**config.mk**
```make
export PLATFORM = sky130hd
export DESIGN_NAME = gfx_mem_arbiter_flat
export DESIGN_NICKNAME = d
export VERILOG_FILES = /design/src/rtl/gfx_mem_pkg.sv /design/src/rtl/gfx_mem_arbiter_if.sv /design/src/rtl/gfx_mem_arbiter_rr.sv /design/src/rtl/gfx_mem_arbiter.sv /design/src/flat_wrapper.sv
export SDC_FILE = /design/constraint.sdc
export NUM_CORES = 1
export LEC_CHECK = 0
export ABC_AREA = 1
export BUFFER_PORTS_ARGS = -buffer_cell sky130_fd_sc_hd__buf_4
export CORE_UTILIZATION = 30
export CTS_BUF_LIST = sky130_fd_sc_hd__clkbuf_4
export DETAILED_ROUTE_END_ITERATION = 8
export SETUP_SLACK_MARGIN = 0.15
export SLEW_MARGIN = 20
export SYNTH_ARGS = -nofsm -noshare
export SYNTH_HDL_FRONTEND = slang
export SYNTH_SLANG_ARGS = --single-unit
```
**constraint.sdc**
```tcl
create_clock -name CLK -period 2.1 [get_ports CLK]
set_input_delay 0.315 -clock CLK [delete_from_list [all_inputs] [get_ports CLK]]
set_output_delay 0.315 -clock CLK [all_outputs]
set_load 0.01 [all_outputs]
```
**src/rtl/gfx_mem_pkg.sv**
```systemverilog
// Shared types for the gfx memory arbiter: port indices and the return-tag record.
package gfx_mem_pkg;

    localparam int unsigned NUM_PORTS     = 4;
    localparam int unsigned PORT_IDX_BITS = 2;

    typedef logic [PORT_IDX_BITS-1:0] port_idx_t;

    localparam port_idx_t PORT_SPCON = 2'd0;
    localparam port_idx_t PORT_BG0   = 2'd1;
    localparam port_idx_t PORT_BG1   = 2'd2;
    localparam port_idx_t PORT_OV    = 2'd3;

    // One entry of the read-return pipeline: which port owns the word arriving from memory.
    typedef struct packed {
        logic      valid;
        port_idx_t idx;
    } ret_tag_t;

endpackage

```
**src/rtl/gfx_mem_arbiter_if.sv**
```systemverilog
// Bundle of the four pixel-fetch ports plus the shared video-memory read port.
interface gfx_mem_arbiter_if #(
    parameter int unsigned ADDR_BITS = 16,
    parameter int unsigned DATA_BITS = 16
);
    logic [ADDR_BITS-1:0] spcon_memory_address;
    logic                 spcon_rvalid;
    logic [DATA_BITS-1:0] spcon_memory_data;
    logic                 spcon_rready;

    logic [ADDR_BITS-1:0] bg0_memory_address;
    logic                 bg0_rvalid;
    logic [DATA_BITS-1:0] bg0_memory_data;
    logic                 bg0_rready;

    logic [ADDR_BITS-1:0] bg1_memory_address;
    logic                 bg1_rvalid;
    logic [DATA_BITS-1:0] bg1_memory_data;
    logic                 bg1_rready;

    logic [ADDR_BITS-1:0] ov_memory_address;
    logic                 ov_rvalid;
    logic [DATA_BITS-1:0] ov_memory_data;
    logic                 ov_rready;

    logic [ADDR_BITS-1:0] mem_address;
    logic                 mem_rd;
    logic                 mem_gnt;
    logic [DATA_BITS-1:0] mem_data;

    // Arbiter side: serves the fetch ports and drives the memory read port.
    modport slave (
        input  spcon_memory_address, spcon_rvalid,
        output spcon_memory_data, spcon_rready,
        input  bg0_memory_address, bg0_rvalid,
        output bg0_memory_data, bg0_rready,
        input  bg1_memory_address, bg1_rvalid,
        output bg1_memory_data, bg1_rready,
        input  ov_memory_address, ov_rvalid,
        output ov_memory_data, ov_rready,
        output mem_address, mem_rd,
        input  mem_gnt, mem_data
    );

    // Requester / memory side.
    modport master (
        output spcon_memory_address, spcon_rvalid,
        input  spcon_memory_data, spcon_rready,
        output bg0_memory_address, bg0_rvalid,
        input  bg0_memory_data, bg0_rready,
        output bg1_memory_address, bg1_rvalid,
        input  bg1_memory_data, bg1_rready,
        output ov_memory_address, ov_rvalid,
        input  ov_memory_data, ov_rready,
        input  mem_address, mem_rd,
        output mem_gnt, mem_data
    );

endinterface

```
**src/rtl/gfx_mem_arbiter_rr.sv**
```systemverilog
// Combinational 4-way round-robin pick: first requester at or above ptr, wrapping.
module rr_arbiter4 (
    input  logic [3:0] req,
    input  logic [1:0] ptr,
    output logic       grant_valid,
    output logic [1:0] grant_idx
);

    always_comb begin
        grant_valid = 1'b0;
        grant_idx   = 2'd0;
        for (int i = 0; i < 4; i++) begin
            if (!grant_valid && req[ptr + 2'(i)]) begin
                grant_valid = 1'b1;
                grant_idx   = ptr + 2'(i);
            end
        end
    end

endmodule

```
**src/rtl/gfx_mem_arbiter.sv**
```systemverilog
// Round-robin read server for the four gfx fetch ports onto one pipelined video-memory port.
module gfx_mem_arbiter
    import gfx_mem_pkg::*;
#(
    parameter int unsigned MEM_LATENCY = 1,
    parameter int unsigned ADDR_BITS   = 16,
    parameter int unsigned DATA_BITS   = 16
) (
    input  logic              CLK,
    input  logic              RST,
    gfx_mem_arbiter_if.slave  bus
);

    logic [NUM_PORTS-1:0] rvalid;
    logic [NUM_PORTS-1:0] eligible;
    logic [NUM_PORTS-1:0] busy_q;
    logic [NUM_PORTS-1:0] rready_q;
    logic [NUM_PORTS-1:0] issue_onehot;
    logic [ADDR_BITS-1:0] addr   [NUM_PORTS];
    logic [DATA_BITS-1:0] data_q [NUM_PORTS];
    ret_tag_t             tag_q  [MEM_LATENCY];
    ret_tag_t             ret;
    port_idx_t            ptr_q;
    port_idx_t            grant_idx;
    logic                 grant_valid;
    logic                 issue;

    assign rvalid = {bus.ov_rvalid, bus.bg1_rvalid, bus.bg0_rvalid, bus.spcon_rvalid};

    assign addr[PORT_SPCON] = bus.spcon_memory_address;
    assign addr[PORT_BG0]   = bus.bg0_memory_address;
    assign addr[PORT_BG1]   = bus.bg1_memory_address;
    assign addr[PORT_OV]    = bus.ov_memory_address;

    // A port may not re-request until its previous word has been handed back.
    assign eligible = rvalid & ~busy_q;

    rr_arbiter4 u_rr (
        .req         (eligible),
        .ptr         (ptr_q),
        .grant_valid (grant_valid),
        .grant_idx   (grant_idx)
    );

    always_comb begin
        issue        = 1'b0;
        issue_onehot = '0;
        if (bus.mem_gnt && grant_valid && !RST) begin
            issue        = 1'b1;
            issue_onehot = NUM_PORTS'(1) << grant_idx;
        end
    end

    assign bus.mem_rd      = issue;
    assign bus.mem_address = issue ? addr[grant_idx] : '0;

    // Tag leaving the pipeline matches the word currently on mem_data.
    assign ret = tag_q[MEM_LATENCY-1];

    always_ff @(posedge CLK) begin
        if (RST) begin
            ptr_q    <= '0;
            busy_q   <= '0;
            rready_q <= '0;
            for (int unsigned p = 0; p < NUM_PORTS; p++) begin
                data_q[p] <= '0;
            end
            for (int unsigned i = 0; i < MEM_LATENCY; i++) begin
                tag_q[i] <= '0;
            end
        end else begin
            if (issue) begin
                ptr_q <= grant_idx + 2'd1;
            end
            tag_q[0].valid <= issue;
            tag_q[0].idx   <= issue ? grant_idx : '0;
            for (int unsigned i = 1; i < MEM_LATENCY; i++) begin
                tag_q[i] <= tag_q[i-1];
            end
            rready_q <= '0;
            if (ret.valid) begin
                rready_q[ret.idx] <= 1'b1;
                data_q[ret.idx]   <= bus.mem_data;
            end
            // Busy drops on the edge ending the rready cycle.
            busy_q <= (busy_q & ~rready_q) | issue_onehot;
        end
    end

    assign bus.spcon_memory_data = data_q[PORT_SPCON];
    assign bus.bg0_memory_data   = data_q[PORT_BG0];
    assign bus.bg1_memory_data   = data_q[PORT_BG1];
    assign bus.ov_memory_data    = data_q[PORT_OV];

    assign bus.spcon_rready = rready_q[PORT_SPCON];
    assign bus.bg0_rready   = rready_q[PORT_BG0];
    assign bus.bg1_rready   = rready_q[PORT_BG1];
    assign bus.ov_rready    = rready_q[PORT_OV];

endmodule

```
**src/flat_wrapper.sv**
```systemverilog
// flat-port wrapper written by rule: the top's interface ports become plain ports
module gfx_mem_arbiter_flat import gfx_mem_pkg::*;
#(
    parameter int unsigned MEM_LATENCY = 1,
    parameter int unsigned ADDR_BITS   = 16,
    parameter int unsigned DATA_BITS   = 16
)
  (CLK, RST, bus_spcon_memory_address, bus_spcon_rvalid, bus_spcon_memory_data, bus_spcon_rready, bus_bg0_memory_address, bus_bg0_rvalid, bus_bg0_memory_data, bus_bg0_rready, bus_bg1_memory_address, bus_bg1_rvalid, bus_bg1_memory_data, bus_bg1_rready, bus_ov_memory_address, bus_ov_rvalid, bus_ov_memory_data, bus_ov_rready, bus_mem_address, bus_mem_rd, bus_mem_gnt, bus_mem_data);
  gfx_mem_arbiter_if #(.ADDR_BITS(ADDR_BITS), .DATA_BITS(DATA_BITS)) bus_i ();
  input  logic CLK;
  input  logic RST;
  input wire logic [$bits(bus_i.spcon_memory_address)-1:0] bus_spcon_memory_address;
  input wire logic [$bits(bus_i.spcon_rvalid)-1:0] bus_spcon_rvalid;
  output wire logic [$bits(bus_i.spcon_memory_data)-1:0] bus_spcon_memory_data;
  output wire logic [$bits(bus_i.spcon_rready)-1:0] bus_spcon_rready;
  input wire logic [$bits(bus_i.bg0_memory_address)-1:0] bus_bg0_memory_address;
  input wire logic [$bits(bus_i.bg0_rvalid)-1:0] bus_bg0_rvalid;
  output wire logic [$bits(bus_i.bg0_memory_data)-1:0] bus_bg0_memory_data;
  output wire logic [$bits(bus_i.bg0_rready)-1:0] bus_bg0_rready;
  input wire logic [$bits(bus_i.bg1_memory_address)-1:0] bus_bg1_memory_address;
  input wire logic [$bits(bus_i.bg1_rvalid)-1:0] bus_bg1_rvalid;
  output wire logic [$bits(bus_i.bg1_memory_data)-1:0] bus_bg1_memory_data;
  output wire logic [$bits(bus_i.bg1_rready)-1:0] bus_bg1_rready;
  input wire logic [$bits(bus_i.ov_memory_address)-1:0] bus_ov_memory_address;
  input wire logic [$bits(bus_i.ov_rvalid)-1:0] bus_ov_rvalid;
  output wire logic [$bits(bus_i.ov_memory_data)-1:0] bus_ov_memory_data;
  output wire logic [$bits(bus_i.ov_rready)-1:0] bus_ov_rready;
  output wire logic [$bits(bus_i.mem_address)-1:0] bus_mem_address;
  output wire logic [$bits(bus_i.mem_rd)-1:0] bus_mem_rd;
  input wire logic [$bits(bus_i.mem_gnt)-1:0] bus_mem_gnt;
  input wire logic [$bits(bus_i.mem_data)-1:0] bus_mem_data;
  assign bus_i.spcon_memory_address = bus_spcon_memory_address;
  assign bus_i.spcon_rvalid = bus_spcon_rvalid;
  assign bus_spcon_memory_data = bus_i.spcon_memory_data;
  assign bus_spcon_rready = bus_i.spcon_rready;
  assign bus_i.bg0_memory_address = bus_bg0_memory_address;
  assign bus_i.bg0_rvalid = bus_bg0_rvalid;
  assign bus_bg0_memory_data = bus_i.bg0_memory_data;
  assign bus_bg0_rready = bus_i.bg0_rready;
  assign bus_i.bg1_memory_address = bus_bg1_memory_address;
  assign bus_i.bg1_rvalid = bus_bg1_rvalid;
  assign bus_bg1_memory_data = bus_i.bg1_memory_data;
  assign bus_bg1_rready = bus_i.bg1_rready;
  assign bus_i.ov_memory_address = bus_ov_memory_address;
  assign bus_i.ov_rvalid = bus_ov_rvalid;
  assign bus_ov_memory_data = bus_i.ov_memory_data;
  assign bus_ov_rready = bus_i.ov_rready;
  assign bus_mem_address = bus_i.mem_address;
  assign bus_mem_rd = bus_i.mem_rd;
  assign bus_i.mem_gnt = bus_mem_gnt;
  assign bus_i.mem_data = bus_mem_data;
  gfx_mem_arbiter #(.MEM_LATENCY(MEM_LATENCY), .ADDR_BITS(ADDR_BITS), .DATA_BITS(DATA_BITS)) u_core (.CLK(CLK), .RST(RST), .bus(bus_i));
endmodule
```
==> results.md, run 1 <==
* Clk buf depth at 2
* Period minus WS final at 2.59 ns
* Placer Congestion at ~0.87
* PwrDens at 1240 mW/mm^2
* LEAKAGE at 2.78 nW
* Area contributors post-synth: edfxtp_1, nand2_1, nor2_1, dfxtp_1, nand3_1
* Setup Crit Path Kind: reg2out
* Synth cell count leaders: nand2_1, nor2_1, edfxtp_1
* Area growth, synth to finish at 54.4%
* Worst-Margin Slew at 0.290 ns
* Antenna viol nets, final at 0
* Syn_nets at 499
* Die Y at roughly 110 um
* Tcrit/Tclk final at 123%
* Worst setup margin at -0.487 ns
* Synth Warn # at 0
* Worst-Skew Late Latency at 0.41 ns
* Post-synth EDFFs at between 60 and 70
* Post-Route Skew at 0.00982 ns
* Die area at 0.0131 sq mm
* Post-synth ARST share at 0%
* Finished Layout Cells at 788
* Clk sinks at 77
* Worst hold path type: in2reg
* Failing checks: setup timing
* Fin. max-slew vios at 0
* Ant diodes at 0
* Hold-fix buffer count after cts at 0
* Vias in the first global route at 3340
* # nets final at 702
* Clk pin slew, worst setup/hold paths at around 0.12 ns
* Starting Density at 31.2%
* Critical-path top delay cell: dfxtp_4
* Max stage delay on crit path at between 0.4 and 0.5 ns
* Largest delay share family, worst path: simple AND/OR/NAND/NOR gates
* Ports at 172
* Drt total wl at approximately 12000 um
* Worst path cell trace: inv_6, nand3_2, nand2_4, o21ai_4, nand3_4, nand2_8, buf_12, nand3_1, nand2_2, nand2_1, a21oi_2, buf_4
* Netlist cell types at 31
* First-pass GRT wire length at 16700 um
* Routed len/inst at 14.8 um
* Initial antenna violation count at 0
* Hpwl dp at 7970 um
* Remaining DRCs at 0
* Gr ovfl total at 0
* Initial DRC Count at 186
* CP max FO at 17
* Die width at 115 um
* Main synth FF type: edfxtp_1
* Peak supply drop at 0.973 mV
* Max Freq at 387 MHz
* Port Buffers at approximately 170
* WP data required at 1.78 ns
* Num rows at 40
* Root Buffer Master: clkbuf_4
* DP Cell Count at 753
* Outcome: finished with violations
* DR vias/cell at 4.59
* Core Util, Final at 48.1%
* Num CTS Buffers at 9
* Total number of vias at between 3000 and 4000
* Largest net degree at the start of global routing at 20
* Pre-antenna DRT Iters at 4
* R2R cell count at 14
* Endpoints failing hold at 0
* Slew margin rel. at 80.6%
* Core area at between 0.01 and 0.015 sq mm
* Overall Global Routing Usage at about 17%
* Synth area leader: edfxtp_1
* Most frequent cell after synthesis: nand2_1
* Maximum capacitance violations at 0
* H-Tree Depth at 3
* Share of layout cells above drive strength 1 at 47.9%
* Data arrival time of the critical path at 2.27 ns
* Flops & latches, synth at 77
* # setup viols final at 17
* Critical Path Stages at 12
* WP buf/inv at 3
* CTS tree: built
* Share of the synthesized area in the top cell type at 50.5%
* Gate Count Post-Synth at 412
* Avg Cell Area, Syn at 9.24 sq um
* Crit end category: output pin
* Hold Path Depth at 2
* Critical path launch point type: register
* Post-synthesis sequential area ratio at 57.3%
* Mapped Area at 0.00381 sq mm
* RSZ-0062 raised after global routing: true
==> state kept, by name (all words and copies together) (netlist names) <==
name / cells
u_core.data_q: 64
u_core.busy_q: 4
u_core.ptr_q: 2
u_core.rready_q: 4
u_core.tag_q: 3
==> logic make-up after synthesis <==
| logic type | synth area share [%] |
|---|---|
| buffers and inverters | 7.49 |
| flip-flops | 57.3 |
| AND/OR/NAND/NOR | 30.1 |
| AO/OA/AOI/OAI | 5.06 |
==> cells in the final DEF, fill, tap and decap left out, types with 8 or more instances in the layout <==
cell and n:
nand3_2 9, edfxtp_1 64, buf_4 198, nand2_4 8, a21oi_2 10, nand2_1 105
nand2_2 19, inv_1 22, dfxtp_1 10, clkbuf_4 11, nand3_1 37, nor2_1 70
==> repair_timing <==
item	4_1_cts	5_1_grt
gates resized for setup	12	41
pin swaps	4	11
gates cloned	1	6
buffers inserted	6	6
setup endpoints to repair	22	23
==> where the power goes <==
part	total (mW)	switching (mW)	leakage [nW]	internal, mW
combinational	4.48	2.61	1.93	1.87
clock	0.888	0.505	0.0743	0.383
sequential	1.94	0.0947	0.771	1.84
total	7.30	3.21	2.78	4.10
==> final cells by class <==
cell class	count	area, sq um
clock buffers	11	82.6
clock inverters	5	51.3
fillers	1188	6330
inverters	32	140
multi-input cells	288	1570
flip-flops and latches	77	2190
well taps	168	210
repair buffers	205	1620
repair inverters	2	11.3
==> per-stage QoR <==
step	hold slack, ns	setup WS [ns]	power (mW)	cell area, sq um	TNS, ns
4_1_cts	0.113	-0.467	6.60	5600	-7.38
5_1_grt	0.115	-0.660	7.79	5880	-10.49
3_3_place_gp	0.431	-0.0509	5.33	5350	-0.407
2_1_floorplan	0.437	0.0817	4.41	3810	0
3_5_place_dp	0.454	-0.146	5.38	5350	-1.96
6_report	0.147	-0.487	7.30	5880	-7.50
==> path summary, 6_finish.rpt <==
check	from	endpoint	slack (ns)
min	RST	u_core.tag_q[0][2]	0.15
min reg2reg	u_core.rready_q[1]	u_core.busy_q[1]	0.45
max reg2reg	u_core.ptr_q[0]	u_core.ptr_q[1]	0.14
max	u_core.ptr_q[0]	bus_mem_address[7]	-0.49
==> layer usage <==
layer	wire length [um]	GRT usage, %
met1	4630	19.6
met2	5800	29.3
met3	977	5.24
met4	221	4.94
met5	0	0
Note: power is estimated with default switching activity, not from simulation.
==> inputs of run 2 (changes only) <==
Settings changed: SKIP_LAST_GASP set to 1.
Clock period 2.1 ns to 2.95 ns, I/O delays scaled along.
==> run 2 against run 1 <==
Against the previous run: the flow now finishes without violations; routed wire length rose by 1.1%; first-iteration DRC count decreased by 8.6%; sequential share of layout area increased by 0.74 points; global-route usage up 0.56 points; count of clock-buffer cells in the layout is 2 lower; critical path depth up 3; sequential power fell by 29%; setup slack better by 0.68 ns; utilization is 0.93 points lower; critical path type unchanged.
==> results.md, run 2 (synthesized netlist as in run 1, its figures left out) <==
* Share of layout cells above drive strength 1 at 45.4% (was 47.9%)
* Most common cell after layout, fill and taps aside: buf_4 (unchanged)
* Critical path launch point type: register (unchanged)
* First-pass GRT wire length at 17200 um (was 16700 um)
* RSZ-0062 raised after global routing: true (unchanged)
* Hold-fix buffer count after cts at 0 (unchanged)
* Fin. max-slew vios at 0 (unchanged)
* Finished Layout Cells at 776 (was 788)
* Core area at 0.0122 sq mm (unchanged)
* DP Cell Count at 742 (was 753)
* # setup viols final at 0 (was 17)
* CTS tree: built (unchanged)
* Ant diodes at 0 (unchanged)
* LEAKAGE at 2.72 nW (was 2.78 nW)
* Storage cell area at 0.00219 sq mm (unchanged)
* Area taken by multi-input logic gates at 0.00153 sq mm (was 0.00157 sq mm)
* WP data required at 2.51 ns (was 1.78 ns)
* Post-DP Area at 0.00523 sq mm (was 0.00535 sq mm)
* Switch share at 44.4% (was 43.9%)
* Hpwl dp at 7980 um (was 7970 um)
* Post-route cell area at 0.00576 sq mm (was 0.00588 sq mm)
* Endpoints failing hold at 0 (unchanged)
* Setup Crit Path Kind: reg2out (unchanged)
* Highest routed layer: met4 (unchanged)
* Vias in the first global route at 3403 (was 3340)
* Num rows at 40 (unchanged)
* Die area at 0.0131 sq mm (unchanged)
* Initial antenna violation count at 0 (unchanged)
* Clk pin slew, worst setup/hold paths at 0.11 ns (was 0.12 ns)
* Largest net degree at the start of global routing at 28 (was 20)
* Psw at 2.16 mW (was 3.21 mW)
* Core Util, Final at 47.2% (was 48.1%)
* Combinational Power Share at 59.5% (was 61.3%)
* Die Y at 115 um (unchanged)
* Root Buffer Master: clkbuf_4 (unchanged)
* Worst-Skew Late Latency at 0.42 ns (was 0.41 ns)
* Clk sinks at 77 (unchanged)
* Period minus WS final at 2.75 ns
* Maximum capacitance violations at 0 (unchanged)
* Outcome: finished, final reports clean (was finished with violations)
* H-Tree Depth at 3 (unchanged)
* Pre-antenna DRT Iters at 4 (unchanged)
* Initial DRC Count at 170 (was 186)
* Largest reg by FF count: u_core.data_q (unchanged)
* Routed len/inst at 15.2 um (was 14.8 um)
* Crit end category: output pin (unchanged)
* Fill cells at 1206 (was 1188)
* Slew margin rel. at 78.0% (was 80.6%)
* Met1 WL at 4620 um (was 4630 um)
* Antenna viol nets, final at 0 (unchanged)
* # nets final at 691 (was 702)
* Starting Density at 31.2% (unchanged)
* Placer Congestion at 0.866 (was 0.871)
* Drt total wl at 11800 um (was 11600 um)
* Num CTS Buffers at 9 (unchanged)
* Remaining DRCs at 0 (unchanged)
* CP max FO at 8 (was 17)
* Worst hold path type: in2reg (unchanged)
* Max Freq at around 360 MHz
* Most frequent cells in the layout: buf_4, nand2_1, nor2_1 (unchanged)
* Post-Route Skew at 0.0164 ns (was 0.00982 ns)
* Register share of total power at 28.4% (was 26.5%)
* Peak supply drop at 0.555 mV (was 0.973 mV)
* P_int at 2.71 mW (was 4.10 mW)
* WHS at 0.276 ns (was 0.147 ns)
* Gr ovfl total at 0 (unchanged)
* Total number of vias at 3609 (was 3615)
* Met2 WL post-DR at 5930 um (was 5800 um)
* Die width at 115 um (unchanged)
* Worst-Margin Slew at 0.330 ns (was 0.290 ns)
* Max FFs per register at 64 (unchanged)
* Overall power at 4.88 mW (was 7.30 mW)
* Clock share of power at 12.1% (was 12.2%)
* Port Buffers at 171 (unchanged)
* Data arrival time of the critical path at 2.31 ns (was 2.27 ns)
* Overall Global Routing Usage at 17.3% (was 16.8%)
* Top Registers: u_core.data_q x64, u_core.busy_q x4, u_core.rready_q x4 (unchanged)
* Ports at 172 (unchanged)
* Clk buf depth at 2 (unchanged)
* Area growth, synth to finish at 51.4% (was 54.4%)
* Total negative slack at 0 ns (was -7.50 ns)
* Met3 Routed Length at 1040 um (was 977 um)
* DR vias/cell at 4.65 (was 4.59)
* Tcrit/Tclk final at 93.3%
* Post-place setup slack at 0.329 ns (was -0.146 ns)
* Worst setup margin at 0.198 ns (was -0.487 ns)
* PwrDens at 846 mW/mm^2 (was 1240 mW/mm^2)
==> run 2: cell count changes in the layout (fill, tap and decap cells not counted), sizes merged <==
| cell | change |
|---|---|
| inv | -1 |
| nand2 | -1 |
| buf | -9 |
| clkbuf | -1 |
==> run 2: path summary, 6_finish.rpt <==
kind	start	end	slack, ns	depth (start not counted)
worst max-delay path	u_core.ptr_q[0]	bus_mem_address[12]	0.20	15
worst min-delay path	RST	u_core.rready_q[3]	0.28	2
worst max register to register	u_core.ptr_q[0]	u_core.busy_q[1]	1.00	14
worst min register to register	u_core.rready_q[3]	u_core.busy_q[3]	0.47	1
==> run 2: critical path, cell delays in order (launching register included) <==
cell,delay (ns)
dfxtp_4,0.41
inv_6,0.10
nand2_4,0.07
nand2_8,0.11
inv_4,0.05
nand2_4,0.08
nand2_4,0.06
a21oi_4,0.20
nand2_8,0.12
buf_12,0.16
nand2_4,0.10
nand2_1,0.07
nand2_1,0.05
nand2_1,0.06
a21oi_2,0.13
buf_4,0.13
==> run 2: final cells by class <==
class	count	share of cell area, %
clock buffers	9	1.17
multi-input cells	287	26.6
inverters	32	2.39
repair buffers	197	27.3
flip-flops and latches	77	38.0
well taps	168	3.65
clock inverters	6	0.955
==> run 2: repair_timing <==
| item | in CTS | in global routing |
|---|---|---|
| cloned | 2 | 4 |
| setup buffers | 8 | 5 |
| pin swaps | 4 | 19 |
| gates resized for setup | 5 | 36 |
| endpoints found under the setup margin | 16 | 16 |
| endpoints found under the hold margin | 0 | 0 |
==> run 2: metal layers <==
metal / GRT usage (%) / vias up
met5: 0 / -
met4: 5.63 / 0
met3: 4.92 / 10
met2: 31.3 / 189
met1: 19.6 / 1677
li1: - / 1733
==> run 2: power groups by stage <==
stage	logic, mW	registers (mW)	clock network (mW)
after floorplan	1.73	1.41	0
after global placement	2.19	1.39	0
after detailed placement	2.22	1.40	0
after CTS	2.56	1.37	0.619
after global routing	3.15	1.40	0.663
final	2.90	1.38	0.590
==> inputs of run 3 (changes only) <==
Settings changed: CORE_ASPECT_RATIO set to 0.9, PLACE_DENSITY set to 0.56.
==> run 3 against run 2 <==
Against the previous run: via count grew 0.78%; sequential power is essentially flat; routed wire length grew 5.5%; flip-flop and latch count is the same; die area is essentially flat; utilization grew 1.9 points; hold slack is essentially flat.
==> results.md, run 3 (synthesized netlist as in run 1, its figures left out) <==
* Met3 Usage GRT at 5.39% (was 4.92%)
* Endpoints failing hold at 0 (unchanged)
* CTS tree: built (unchanged)
* DP Cell Count at 734 (was 742)
* Post-DP Area at 0.00521 sq mm (was 0.00523 sq mm)
* Outcome: finished, final reports clean (unchanged)
* Placer Congestion at 0.810 (was 0.866)
* Origin of the worst setup path: u_core.ptr_q[0] (unchanged)
* Most common cell after layout, fill and taps aside: buf_4 (unchanged)
* Total number of vias at 3637 (was 3609)
* Worst hold path type: in2reg (unchanged)
* Worst setup margin at 0.207 ns (was 0.198 ns)
* Gr ovfl total at 0 (unchanged)
* Post-Route Skew at 0.0224 ns (was 0.0164 ns)
* Max FFs per register at 64 (unchanged)
* Max Freq at 365 MHz (was 363 MHz)
* Worst-Skew Late Latency at 0.42 ns (about the same)
* Fin. max-slew vios at 0 (unchanged)
* Largest reg by FF count: u_core.data_q (unchanged)
* # nets final at 701 (was 691)
* M1 GR Usage at 20.2% (was 19.6%)
* Hpwl dp at 8210 um (was 7980 um)
* # setup viols final at 0 (unchanged)
* Maximum capacitance violations at 0 (unchanged)
* CP max FO at 7 (was 8)
* PwrDens at 902 mW/mm^2 (was 846 mW/mm^2)
* WP data required at 2.51 ns (about the same)
* Num CTS Buffers at 9 (unchanged)
* Finished Layout Cells at 779 (was 776)
* Tcrit/Tclk final at 93.0% (was 93.3%)
* Routed len/inst at 15.9 um (was 15.2 um)
* Slew margin rel. at 47.6% (was 78.0%)
* Overall Global Routing Usage at 16.9% (was 17.3%)
* GR Util met2 at 28.3% (was 31.3%)
* Ports at 172 (unchanged)
* Data arrival time of the critical path at 2.30 ns (was 2.31 ns)
* Critical path launch point type: register (unchanged)
* Top Registers: u_core.data_q x64, u_core.busy_q x4, u_core.rready_q x4 (unchanged)
* Antenna viol nets, final at 0 (unchanged)
* Drt total wl at 12400 um (was 11800 um)
* Worst-Margin Slew at 0.784 ns (was 0.330 ns)
* First-pass GRT wire length at 16900 um (was 17200 um)
* Clk pin slew, worst setup/hold paths at 0.12 ns (was 0.11 ns)
* Worst path cell trace: inv_6, nand3_2, nand2_4, o21ai_4, nand3_4, buf_4, nand2_8, nand3_1, nand2_1, nand2_1, a21oi_2, buf_4 (was inv_6, nand2_4, nand2_8, inv_4, nand2_4, nand2_4, a21oi_4, nand2_8, buf_12, nand2_4, nand2_1, nand2_1, nand2_1, a21oi_2, buf_4)
* Post-route cell area at 0.00601 sq mm (was 0.00576 sq mm)
* Starting Density at 31.1% (was 31.2%)
* Fill cells at 1170 (was 1206)
* Die Y at 109 um (was 115 um)
* Hold-fix buffer count after cts at 0 (unchanged)
* Crit end category: output pin (unchanged)
* Max stage delay on crit path at 0.44 ns (was 0.41 ns)
* Die width at 121 um (was 115 um)
* Core area at 0.0122 sq mm (about the same)
* Pre-antenna DRT Iters at 4 (unchanged)
* Port Buffers at 171 (unchanged)
* Initial DRC Count at 224 (was 170)
* Most frequent cells in the layout: buf_4, nand2_1, nor2_1 (unchanged)
* Post-place setup slack at 0.368 ns (was 0.329 ns)
* Clk sinks at 77 (unchanged)
* R2R cell count at 12 (was 14)
* DR vias/cell at 4.67 (was 4.65)
* Setup Crit Path Kind: reg2out (unchanged)
* LEAKAGE at 2.81 nW (was 2.72 nW)
* Critical-path top delay cell: dfxtp_4 (unchanged)
* Initial antenna violation count at 0 (unchanged)
* Period minus WS final at 2.74 ns (was 2.75 ns)
* Largest net degree at the start of global routing at 30 (was 28)
* Largest delay share family, worst path: simple AND/OR/NAND/NOR gates (unchanged)
* Die area at 0.0131 sq mm (about the same)
* Reg-to-reg startpoint: u_core.ptr_q[0] (unchanged)
* Peak supply drop at 0.643 mV (was 0.555 mV)
* Total negative slack at 0 ns (unchanged)
* WP buf/inv at 3 (was 4)
* Vias in the first global route at 3407 (was 3403)
* Remaining DRCs at 0 (unchanged)
* RSZ-0062 raised after global routing: true (unchanged)
* Ant diodes at 0 (unchanged)
* Root Buffer Master: clkbuf_4 (unchanged)
* Clk buf depth at 2 (unchanged)
* Hold Crit Start: RST (unchanged)
* GR peak layer: met2 (unchanged)
* Num rows at 38 (was 40)
* Share of layout cells above drive strength 1 at 49.3% (was 45.4%)
* Hold Path Depth at 2 (unchanged)
* Critical Path Stages at 12 (was 15)
* H-Tree Depth at 3 (unchanged)
* Area growth, synth to finish at 57.8% (was 51.4%)
run 3: cell count changes in the layout (fill, tap and decap cells not counted), moves of 2 or more:
cell	delta
inv_6	+2
buf_6	+5
nand2_2	+3
buf_12	-2
nand3_1	-13
nand3_2	+13
clkinv_4	+2
nand2_8	+6
clkinv_1	-2
nand2_1	-2
run 3: repair_timing:
| action | 4_1_cts | 5_1_grt |
|---|---|---|
| buffers inserted | 3 | 14 |
| endpoints found under the setup margin | 16 | 16 |
| gates resized for setup | 7 | 68 |
| pin swaps | 4 | 32 |
| gates cloned | 2 | 10 |
run 3: per-layer routing:
layer / up-vias / wire length [um]
met3: 23 / 1030
met5: - / 0
li1: 1773 / -
met1: 1677 / 5140
met2: 164 / 5960
met4: 0 / 286
run 3: final cells by class:
cell class	count	area [sq um]	share of cell area, %
inverters	32	140	2.33
repair inverters	1	5.00	0.0833
well taps	160	200	3.33
multi-input cells	293	1730	28.8
clock inverters	6	71.3	1.19
flip-flops and latches	77	2190	36.5
clock buffers	10	75.1	1.25
repair buffers	200	1600	26.6
run 3: final timing paths:
| kind | endpoint | slack, ns |
|---|---|---|
| hold / removal | u_core.rready_q[3] | 0.28 |
| setup reg to reg | u_core.busy_q[1] | 0.99 |
| setup / recovery | bus_mem_address[15] | 0.21 |
| hold reg to reg | u_core.busy_q[0] | 0.44 |
run 3: worst register-to-register path, stage by stage (launching register included):
cell and delay (ns):
dfxtp_4 0.44, inv_6 0.06, nand3_2 0.08, nand2_4 0.08, o21ai_4 0.24, nand2_2 0.10, nand3_4 0.15, buf_12 0.18
nand2_4 0.10, buf_4 0.18, nor2_1 0.11, nand2_1 0.09, o31ai_1 0.07
run 3: report_power, final:
part           leakage [nW]  switching [mW]  internal, mW
Sequential            0.770          0.0655          1.31
Combinational          1.96            2.04          1.34
Clock                0.0732           0.384         0.274
Total                  2.81            2.49          2.93
run 3: through the flow:
stage	utilization [%]	total power [mW]	hold slack, ns
after floorplan	-	3.14	0.437
after global placement	42.6	3.57	0.433
after detailed placement	42.6	3.60	0.430
after CTS	44.5	4.44	0.247
after global routing	49.2	5.74	0.228
final	49.2	5.42	0.276
